$ cat config.mk
export PLATFORM = sky130hd
export DESIGN_NAME = sync_fifo_stream_adapter
export DESIGN_NICKNAME = d
export VERILOG_FILES = /design/src/rtl/sync_fifo_stream_adapter.sv
export SDC_FILE = /design/constraint.sdc
export NUM_CORES = 1
export LEC_CHECK = 0
export ABC_AREA = 1
export ABC_CLOCK_PERIOD_IN_PS = 7000
export CAP_MARGIN = 40
export CORE_ASPECT_RATIO = 0.6
export CORE_MARGIN = 10
export CORE_UTILIZATION = 54
export CTS_CLUSTER_DIAMETER = 30
export CTS_CLUSTER_SIZE = 30
export DETAILED_ROUTE_END_ITERATION = 12
export PLACE_DENSITY = 0.85
export SYNTH_ARGS = -nofsm -noshare
export SYNTH_HDL_FRONTEND = slang
export SYNTH_SLANG_ARGS = --single-unit
$ cat constraint.sdc
create_clock -name clk_i -period 7 [get_ports clk_i]
set_input_delay 1.4 -clock clk_i [delete_from_list [all_inputs] [get_ports clk_i]]
set_output_delay 1.4 -clock clk_i [all_outputs]
set_load 0.01 [all_outputs]
$ cat src/rtl/sync_fifo_stream_adapter.sv
// Bridges a 1-cycle-latency FIFO read port onto a valid/ready stream.
// Two-entry skid storage absorbs the in-flight read so throughput stays at one word per cycle.
module sync_fifo_stream_adapter #(
  parameter int DATA_WIDTH = 32
) (
  input  logic                  clk_i,
  input  logic                  rst_i,
  input  logic [DATA_WIDTH-1:0] fifo_rd_data_i,
  input  logic                  fifo_empty_i,
  output logic                  fifo_read_o,
  output logic [DATA_WIDTH-1:0] m_data_o,
  output logic                  m_valid_o,
  input  logic                  m_ready_i,
  output logic [1:0]            occupancy_o
);

  logic [1:0]            occ;
  logic                  in_flight;
  logic                  head;
  logic                  tail;
  logic [DATA_WIDTH-1:0] mem [2];

  logic                  pop;
  logic [2:0]            committed;

  // Words that will be held after this cycle: buffered plus the returning read, minus the one leaving.
  always_comb begin
    pop         = (occ != 2'd0) && m_ready_i && !rst_i;
    committed   = {1'b0, occ} + {2'b00, in_flight} - {2'b00, pop};
    fifo_read_o = !fifo_empty_i && !rst_i && (committed < 3'd2);
  end

  assign m_valid_o   = (occ != 2'd0) && !rst_i;
  assign m_data_o    = rst_i ? '0 : mem[head];
  assign occupancy_o = rst_i ? 2'd0 : occ;

  // Reset drops any word still returning from the FIFO because in_flight is cleared.
  always_ff @(posedge clk_i) begin
    if (rst_i) begin
      occ       <= 2'd0;
      in_flight <= 1'b0;
      head      <= 1'b0;
      tail      <= 1'b0;
      mem[0]    <= '0;
      mem[1]    <= '0;
    end else begin
      in_flight <= fifo_read_o;
      if (in_flight) begin
        mem[tail] <= fifo_rd_data_i;
        tail      <= ~tail;
      end
      if (pop) begin
        head <= ~head;
      end
      occ <= committed[1:0];
    end
  end

  always_ff @(posedge clk_i) begin
    if (!rst_i) begin
      assert (committed <= 3'd2);
    end
  end

endmodule

==> out/summary.log, run 1 <==
qor: global_routing.grt_util_met2 24.2%
qor: power.power.static_leakage 1.78 nW
qor: route.routedWlPerCell 15.0 microns
qor: worst_setup_path.worst_r2r_path_depth 3
qor: sta.report.final.slew_viol_count 0
qor: floorplanning.initial_core_util 55.8%
qor: clocking.cts_tree done
qor: min_path.min_from tail
qor: layout.antenna_cells 0
qor: route.dr.pass1.iters 4
qor: floorplanning.core-area 0.00557 sq mm
qor: synth.synth-compound-area-share 5.39%
qor: placement.hpwl 4.62 mm
qor: synth.share_of_synthesized_cell_area_in_and_or_nand_and_nor_gates 18.7%
qor: global_routing.met3_usage 6.64%
qor: synth.synth_top_cells_by_count nor2_1, edfxtp_1, inv_1
qor: floorplanning.die_h 78.8 microns
qor: worst_setup_path.endpoint_kind output pin
qor: synth.netlist_area 0.00311 sq mm
qor: global_routing.grt_util_met1 18.9%
qor: route.detail_route.vias_per_cell 4.93
qor: clocking.postCtsResizedCells 0
qor: global_routing.antenna_found_initial 0
qor: clocking.cts_hold_buffers_added 0
qor: worst_setup_path.timing.setup.critical_path_class in2out
qor: synth.synth_top_cells_by_area edfxtp_1, nor2_1, inv_1
qor: global_routing.global_route_wire_length_before_repair 11.6 mm
qor: synth.synth_top_family_by_area simple AND/OR/NAND/NOR gates
qor: clocking.cts-htree-levels 3
qor: floorplanning.floorplan_die_area 0.00930 sq mm
qor: layout.seq_area 0.00204 sq mm
qor: global_routing.first_global_vias 2343
qor: floorplanning.die-width 118 microns
qor: synth.number_of_synthesized_flops_with_an_enable_pin 64
qor: synth.ys_dominant_reg_cell edfxtp_1
qor: sta.final.min_clock_period 5.96 ns
qor: global_routing.globalRouteTotalUtil 15.4%
qor: clocking.cts_buffer_depth 2
qor: worst_setup_path.cp-start-kind input pin
qor: floorplanning.number_of_primary_i_o_pins 72
qor: placement.postPlaceCellArea 0.00389 sq mm
qor: outcome.run_status complete, no violations
qor: min_path.whs_path_depth 2
qor: clocking.clock_latency 0.34 ns
qor: worst_setup_path.critPathMostFrequentCell inv_1
qor: layout.fillerInstances 409
qor: clocking.cts.reportedPaths.clkPinSlew 0.06 ns
qor: layout.multi_input_area 803 sq um
qor: sta.final_hold_viol_count 0
qor: route.routed_wl 7.07 mm
qor: placement.port-buffer-count 71
qor: synth.synthDistinctLibCells 19
qor: clocking.postCtsSetupBuffers 0
qor: route.total_via_count_in_the_routed_design 2329
qor: placement.place_congestion 0.749
qor: route.route.antenna.remaining_nets 0
qor: synth.yosysMostFrequentCell nor2_1
qor: route.route.detailed.drc 0
qor: worst_setup_path.reg2reg_to mem[1][22]
qor: synth.synth.ff_latch_count 70
qor: min_path.min_path_type reg2reg
qor: sta.clock.fmax 168 MHz
qor: sta.final.period_utilization 85.2%
qor: power.worst_ir_drop_vdd 0.172 mV
qor: sta.rsz0062_at_grt no
qor: worst_setup_path.worst_path_top_cell_family_by_delay buffers and inverters
qor: synth.synth_area_per_cell 9.81 sq um
qor: synth.synth.area.mux_share 0%
qor: worst_setup_path.critical_path.reg2reg.startpoint tail
qor: synth.synthDominantCellAreaShare 61.8%
qor: synth.synthAdderAreaFrac 1.45%
qor: global_routing.grt_remaining_overflow 0
qor: worst_setup_path.crit_slowest_cell clkdlybuf4s50_1
qor: min_path.timing.hold.worst_endpoint tail
qor: worst_setup_path.crit_path_cell_trace clkdlybuf4s50_1, inv_2, nand3_1, inv_1, ha_1, inv_1, ha_1, fa_1, inv_1, nand2_1, nor3_1, clkdlybuf4s50_1
qor: floorplanning.fp-row-count 21
qor: sta.totalNegativeSetupSlack 0 ns
qor: sta.worstMarginPinSlew 0.774 ns
qor: sta.timing.slew.headroom 48.2%
qor: synth.ys_warn_count 0
qor: sta.fin_worst_skew 0.00926 ns
qor: synth.number_of_instances_in_the_synthesized_netlist 317
qor: power.power.density 293 mW/mm^2
qor: clocking.root_buffer clkbuf_8
qor: clocking.cts_sinks 70
qor: job.max_cap_viol_count 0
qor: layout.final_net_count 426
qor: synth.synthXorXnorAreaFrac 0.282%
qor: synth.share_of_synthesized_flip_flops_with_an_asynchronous_set_or_reset 0%
qor: synth.post-synth-top-area-cell edfxtp_1
qor: worst_setup_path.reg2reg_slack 4.43 ns
qor: clocking.number_of_buffers_created_by_cts 9
qor: layout.finalInstanceArea 0.00408 sq mm
qor: global_routing.globalRoute.busiestLayer met2
qor: layout.post_route_cells_drive_above_1_share 5.36%
qor: worst_setup_path.critical_path_required 5.60 ns
qor: sta.timing.final.setup_violations 0
qor: worst_setup_path.cp_max_fo 39
qor: layout.area_growth 31.0%
qor: route.detailedRoute.firstIterationViolations 172
qor: worst_setup_path.critPathArrivalTime 4.56 ns
qor: worst_setup_path.cpPeakStageDelay 0.58 ns
qor: synth.yosysSeqAreaShare 65.6%
qor: global_routing.grt_max_degree 40
qor: worst_setup_path.critical_path.n_buffers_inverters 6
qor: synth.synth_nets 356
==> how the worst max path moves through the flow <==
stage / depth (start not counted) / end / startpoint
floorplan: 11 / fifo_read_o / rst_i
global placement: 12 / fifo_read_o / rst_i
detailed placement: 12 / fifo_read_o / rst_i
CTS: 12 / fifo_read_o / rst_i
global route: 12 / fifo_read_o / rst_i
finish: 12 / fifo_read_o / rst_i
==> metrics by stage <==
stage	setup slack, ns	util [%]	power, mW	cells	hold WS, ns
after global routing	0.779	73.2	1.26	472	0.553
after CTS	0.994	73.2	1.20	472	0.522
final	1.04	73.2	1.19	472	0.516
after floorplan	2.61	-	0.724	317	0.473
after global placement	1.18	68.9	0.867	454	0.483
after detailed placement	1.03	69.9	0.897	456	0.497
==> tightest hold or removal path, cell delays in order, from the launching register on <==
cell and delay [ns]:
dfxtp_1 0.34, nand3_1 0.09, nand2_1 0.04
==> layer usage <==
layer	vias up	wire length, microns
met4	0	97
met5	-	0
met2	106	3110
met3	12	676
li1	1142	-
met1	1069	3180
==> final cells by class <==
cell class | instances | share of cell area (%)
Clock buffer | 11 | 3.22
Clock inverter | 5 | 1.29
Inverter | 44 | 4.05
Multi-Input combinational cell | 187 | 19.7
Sequential cell | 70 | 50.1
Tap cell | 80 | 2.46
Timing Repair Buffer | 75 | 19.2
==> cells by family (layout without fill, tap and decap cells) <==
family	count (synthesis)	in the layout
xor+xnor	1	1
compound gates	33	33
buf+inv	60	135
flops	70	70
fa+ha+maj	3	3
simple gates	150	150
==> registers in the layout (all words and copies together) (netlist names), named ones only <==
signal and cells:
tail 1, in_flight 1, mem 64, occ 2, head 1
==> cells in the final DEF, fill, tap and decap left out, types with 3 or more instances in the layout <==
cell	Yosys	layout
clkbuf_8	0	9
clkdlybuf4s50_1	0	71
dfxtp_1	6	6
nand2_1	5	5
inv_1	43	43
clkinv_2	0	3
edfxtp_1	64	64
o21ai_0	31	31
nor2_1	139	139
==> report_power, final <==
part,leakage [nW],switching [mW],internal [mW]
registers,0.714,0.0222,0.520
logic,0.970,0.187,0.158
clock network,0.0931,0.144,0.163
total,1.78,0.352,0.841
Power figures use the tool's default switching activity.
==> inputs of run 2 (changes only) <==
- ABC_CLOCK_PERIOD_IN_PS: 7000 -> 5600
- CELL_PAD_IN_SITES_DETAIL_PLACEMENT: unset -> 0
- CELL_PAD_IN_SITES_GLOBAL_PLACEMENT: unset -> 1
- CORE_UTILIZATION: 54 -> 38
- PLACE_DENSITY: 0.85 -> unset
- PLACE_DENSITY_LB_ADDON: unset -> 0.1
- clock period: 7 -> 5.6 ns (I/O delays scaled with it)
==> run 2 against run 1 <==
Non-clock buffer count rose by 1. Critical path depth did not move. Worst hold slack got worse by 0.010 ns. Register-to-register slack got worse by 0.84 ns. Global-route usage fell by 3.3 points. Routed wire length rose by 0.91%. Clock skew fell by 0.0049 ns. Sequential power rose by 24%. Cell count rose by 6.1%. Worst setup slack got worse by 0.30 ns. Combinational power rose by 21%. Critical endpoint unchanged.
==> out/summary.log, run 2 (synthesized netlist as in run 1, its figures left out) <==
qor: outcome.run_status complete, no violations
qor: worst_setup_path.critical_path.n_buffers_inverters 6
qor: global_routing.globalRouteTotalUtil 12.0%
qor: worst_setup_path.critPathMostFrequentCell inv_1
qor: floorplanning.die-width 137 microns
qor: layout.final_cell_mix nor2_1, clkdlybuf4s50_1, edfxtp_1
qor: route.detailedRoute.firstIterationViolations 100
qor: global_routing.grt_max_degree 39
qor: floorplanning.number_of_primary_i_o_pins 72
qor: job.max_cap_viol_count 0
qor: sta.final.min_clock_period 4.86 ns
qor: worst_setup_path.endpoint_kind output pin
qor: sta.fin_worst_skew 0.00433 ns
qor: clocking.cts_tree done
qor: layout.post_route_cells_drive_above_1_share 5.85%
qor: placement.hpwl 4.45 mm
qor: power.switching_share 27.6%
qor: placement.dp_worst_setup_slack 0.732 ns
qor: sta.report.final.slew_viol_count 0
qor: sta.timing.final.setup_violations 0
qor: layout.fillerInstances 758
qor: power.worst_ir_drop_vdd 0.173 mV
qor: route.routedWlPerCell 14.2 microns
qor: layout.area_growth 35.1%
qor: sta.final.period_utilization 86.9%
qor: layout.mostFrequentLayoutCell nor2_1
qor: clocking.cts_buffer_depth 2
qor: layout.largest_register_ffs 64
qor: clocking.postCtsResizedCells 0
qor: layout.multi_input_area 808 sq um
qor: worst_setup_path.cp_max_fo 7
qor: worst_setup_path.critical_path_required 4.48 ns
qor: global_routing.antenna_found_initial 0
qor: route.dr.pass1.iters 4
qor: layout.largest_register mem
qor: power.p_sw 0.445 mW
qor: clocking.clock_latency 0.33 ns
qor: layout.largestRegisters mem: 64 flops, occ: 2 flops
qor: min_path.min_path_type reg2reg
qor: floorplanning.floorplan_die_area 0.0123 sq mm
qor: placement.place_congestion 0.704
qor: global_routing.global_route_wire_length_before_repair 11.6 mm
qor: route.detail_route.vias_per_cell 4.43
qor: layout.finalInstanceArea 0.00420 sq mm
qor: sta.totalNegativeSetupSlack 0 ns
qor: global_routing.grt_util_met2 18.5%
qor: layout.final_net_count 427
qor: route.total_via_count_in_the_routed_design 2220
qor: sta.worst_slack_on_hold_paths 0.505 ns
qor: sta.final_critical_path_setup_slack 0.736 ns
qor: placement.port-buffer-count 71
qor: clocking.cts_sinks 70
qor: worst_setup_path.worst_path_top_cell_family_by_delay buffers and inverters
qor: power.share_comb_of_total_power 25.7%
qor: route.route.antenna.remaining_nets 0
qor: global_routing.first_global_vias 2316
qor: worst_setup_path.critPathArrivalTime 3.74 ns
qor: global_routing.grt_util_met1 14.7%
qor: sta.clock.fmax 206 MHz
qor: worst_setup_path.cpPeakStageDelay 0.60 ns
qor: power.report.power.total 1.61 mW
qor: worst_setup_path.crit_slowest_cell clkdlybuf4s50_1
qor: clocking.root_buffer clkbuf_16
qor: global_routing.grt_remaining_overflow 0
qor: global_routing.met3_usage 5.39%
qor: power.power.static_leakage 1.82 nW
qor: route.routed_wl 7.13 mm
qor: placement.postPlaceCellArea 0.00392 sq mm
qor: route.route.detailed.drc 0
qor: sta.timing.slew.headroom 46.5%
qor: power.clock_network_power_share 32.6%
qor: floorplanning.core-area 0.00791 sq mm
qor: worst_setup_path.timing.setup.critical_path_class in2out
qor: sta.final_hold_viol_count 0
qor: layout.seq_area 0.00204 sq mm
qor: layout.antenna_cells 0
qor: clocking.number_of_buffers_created_by_cts 9
qor: clocking.postCtsSetupBuffers 0
qor: floorplanning.die_h 90.1 microns
qor: floorplanning.fp-row-count 25
qor: clocking.cts-htree-levels 3
qor: power.intPower 1.17 mW
qor: global_routing.globalRoute.busiestLayer met2
qor: power.pwr-share-seq 41.7%
qor: worst_setup_path.crit_path_cell_trace clkdlybuf4s50_1, inv_2, nand3_1, inv_1, ha_1, inv_1, ha_1, fa_1, inv_1, nand2_1, nor3_1, clkdlybuf4s50_1
qor: sta.rsz0062_at_grt no
qor: worst_setup_path.cp-start-kind input pin
qor: clocking.cts_hold_buffers_added 0
qor: clocking.cts.reportedPaths.clkPinSlew 0.05 ns
qor: floorplanning.initial_core_util 39.3%
qor: sta.worstMarginPinSlew 0.800 ns
qor: power.power.density 384 mW/mm^2
## run 2: cell count changes in the layout (fill, tap and decap cells not counted)
cell / before / now
nand2_2: 0 / 2
clkbuf_8: 9 / 3
clkbuf_16: 0 / 9
bufinv_16: 1 / 0
clkinvlp_4: 1 / 0
clkinv_2: 3 / 1
buf_16: 2 / 1
nand2_1: 5 / 3
buf_4: 2 / 4
clkbuf_1: 2 / 3
## run 2: per-layer routing
metal | wire [microns] | share of wire (%)
met2 | 3220 | 45
met3 | 576 | 8.1
met5 | 0 | 0
met1 | 3260 | 46
met4 | 74 | 1.0
## run 2: power groups by stage
stage | clock, mW | combinational, mW | sequential [mW]
after global routing | 0.560 | 0.471 | 0.680
after CTS | 0.537 | 0.427 | 0.673
after detailed placement | 0 | 0.424 | 0.683
after global placement | 0 | 0.419 | 0.682
after floorplan | 0 | 0.225 | 0.680
final | 0.527 | 0.415 | 0.673
## run 2: metrics by stage
step | utilization [%] | instances
finish | 53.1 | 501
global route | 53.1 | 501
CTS | 53.1 | 501
detailed placement | 49.5 | 485
global placement | 49.2 | 484
floorplan | - | 317
## run 2: final timing paths
check,endpoint,slack (ns),cells past startpoint,from
hold reg to reg,tail,0.51,2,tail
hold / removal,tail,0.51,2,tail
setup / recovery,fifo_read_o,0.74,12,rst_i
setup reg to reg,in_flight,3.59,11,occ[1]
## run 2: cell type report
cell class | count | area share (%)
clock buffers | 15 | 6.61
clock inverters | 1 | 0.119
inverters | 44 | 3.93
multi-input cells | 187 | 19.2
flip-flops and latches | 70 | 48.6
well taps | 108 | 3.22
repair buffers | 76 | 18.3
## run 2: worst min-delay path, stage by stage, from the launching register on
cell and delay, ns:
dfxtp_1 0.33, nand3_1 0.08, nand2_1 0.05
==> inputs of run 3 (changes only) <==
- SLEW_MARGIN: unset -> 20
==> run 3 against run 2 <==
Fmax grew 0.10%. Combinational power grew 2%. Count of clock-buffer cells in the layout is the same. Sequential share of layout area shrank 0.32 points. Utilization grew 0.35 points. Cell count grew 0.20%. Routed wire length grew 0.50%. Clock skew is essentially flat. Clock power is essentially flat. Flip-flop and latch count is the same. Worst hold slack is the same. Critical path depth is the same. Critical endpoint unchanged. Highest routed layer unchanged.
==> out/summary.log, run 3 (synthesized netlist as in run 1, its figures left out) <==
qor: layout.largestRegisters mem: 64 flops, occ: 2 flops
qor: clocking.number_of_buffers_created_by_cts 9
qor: floorplanning.initial_core_util 39.3%
qor: clocking.clock_latency 0.33 ns
qor: power.power.static_leakage 1.83 nW
qor: layout.final_cell_mix nor2_1, clkdlybuf4s50_1, edfxtp_1
qor: worst_setup_path.timing.setup.critical_path_class in2out
qor: clocking.cts-htree-levels 3
qor: global_routing.grt_max_degree 39
qor: layout.largest_register mem
qor: floorplanning.floorplan_die_area 0.0123 sq mm
qor: clocking.postCtsSetupBuffers 0
qor: sta.worst_slack_on_hold_paths 0.505 ns
qor: sta.totalNegativeSetupSlack 0 ns
qor: floorplanning.fp-row-count 25
qor: clocking.cts_buffer_depth 2
qor: sta.timing.slew.headroom 71.0%
qor: worst_setup_path.critical_path_required 4.48 ns
qor: worst_setup_path.endpoint_kind output pin
qor: clocking.postCtsResizedCells 0
qor: layout.area_growth 36.0%
qor: sta.worstMarginPinSlew 0.434 ns
qor: route.route.detailed.drc 0
qor: floorplanning.die_h 90.1 microns
qor: route.routedWlPerCell 14.3 microns
qor: min_path.min_path_type reg2reg
qor: clocking.cts_hold_buffers_added 0
qor: layout.antenna_cells 0
qor: sta.timing.final.setup_violations 0
qor: global_routing.globalRouteTotalUtil 12.0%
qor: clocking.root_buffer clkbuf_16
qor: placement.port-buffer-count 71
qor: global_routing.antenna_found_initial 0
qor: power.worst_ir_drop_vdd 0.172 mV
qor: floorplanning.core-area 0.00791 sq mm
qor: floorplanning.die-width 137 microns
qor: global_routing.grt_remaining_overflow 0
qor: layout.largest_register_ffs 64
qor: sta.final.min_clock_period 4.86 ns
qor: clocking.cts.reportedPaths.clkPinSlew 0.05 ns
qor: worst_setup_path.critPathArrivalTime 3.74 ns
qor: route.routed_wl 7.17 mm
qor: route.dr.pass1.iters 4
qor: clocking.cts_tree done
qor: layout.post_route_cells_drive_above_1_share 6.09%
qor: power.power.density 383 mW/mm^2
qor: global_routing.global_route_wire_length_before_repair 11.6 mm
qor: sta.report.final.slew_viol_count 0
qor: placement.postPlaceCellArea 0.00392 sq mm
qor: worst_setup_path.cp-start-kind input pin
qor: worst_setup_path.cp_max_fo 7
qor: route.detailedRoute.firstIterationViolations 90
qor: sta.rsz0062_at_grt no
qor: layout.final_net_count 428
qor: layout.finalInstanceArea 0.00423 sq mm
qor: layout.fillerInstances 756
qor: sta.clock.fmax 206 MHz
qor: job.max_cap_viol_count 0
qor: floorplanning.number_of_primary_i_o_pins 72
qor: sta.fin_worst_skew 0.00392 ns
qor: layout.mostFrequentLayoutCell nor2_1
qor: sta.final_hold_viol_count 0
qor: global_routing.first_global_vias 2316
qor: route.route.antenna.remaining_nets 0
qor: placement.place_congestion 0.704
qor: placement.hpwl 4.45 mm
qor: sta.final.period_utilization 86.8%
qor: route.total_via_count_in_the_routed_design 2221
qor: outcome.run_status complete, no violations
qor: clocking.cts_sinks 70
qor: route.detail_route.vias_per_cell 4.42
## run 3: cell count changes in the layout (fill, tap and decap cells not counted)
cell	previous run	this run
buf_16	1	2
## run 3: area by class of cell
cell class                 count  area (sq um)  area share [%]
clock inverter                 1          5.00           0.118
sequential                    70          2040            48.3
clock buffer                  15           278            6.57
timing repair buffer          77           796            18.8
tap                          108           135            3.20
multi-input combinational    187           808            19.1
inverter                      44           165            3.91
## run 3: per-layer routing
layer  vias to the layer above  share of wire [%]  track usage, %
met5                         -                  0               0
met2                        53                 46            18.5
met4                         0                1.0            3.93
met3                         9                7.7            5.39
met1                      1010                 46            14.7
li1                       1149                  -               -
## run 3: power by group
part	switching [mW]	internal (mW)	total (mW)
Clock	0.191	0.335	0.527
Combinational	0.234	0.187	0.422
Sequential	0.0207	0.651	0.672
## run 3: stage by stage
| stage | power (mW) | std cells | setup WS [ns] | util (%) |
|---|---|---|---|---|
| finish | 1.62 | 502 | 0.741 | 53.4 |
| global route | 1.72 | 502 | 0.575 | 53.4 |
| CTS | 1.64 | 501 | 0.731 | 53.1 |
| detailed placement | 1.11 | 485 | 0.732 | 49.5 |
| global placement | 1.10 | 484 | 0.765 | 49.2 |
| floorplan | 0.905 | 317 | 1.77 | - |
## run 3: final timing paths
| kind | from | endpoint | slack, ns | cells past startpoint |
|---|---|---|---|---|
| worst max-delay path | rst_i | fifo_read_o | 0.74 | 12 |
| worst min-delay path | tail | tail | 0.51 | 2 |
| worst min register to register | tail | tail | 0.51 | 2 |
| worst max register to register | occ[1] | in_flight | 3.60 | 11 |
## run 3: critical path, cell delays in order
cell and delay, ns:
clkdlybuf4s50_1 0.60, inv_2 0.06, nand3_1 0.10, inv_1 0.05
ha_1 0.26, inv_1 0.04, ha_1 0.18, fa_1 0.43
inv_1 0.09, nand2_1 0.07, nor3_1 0.18, clkdlybuf4s50_1 0.56
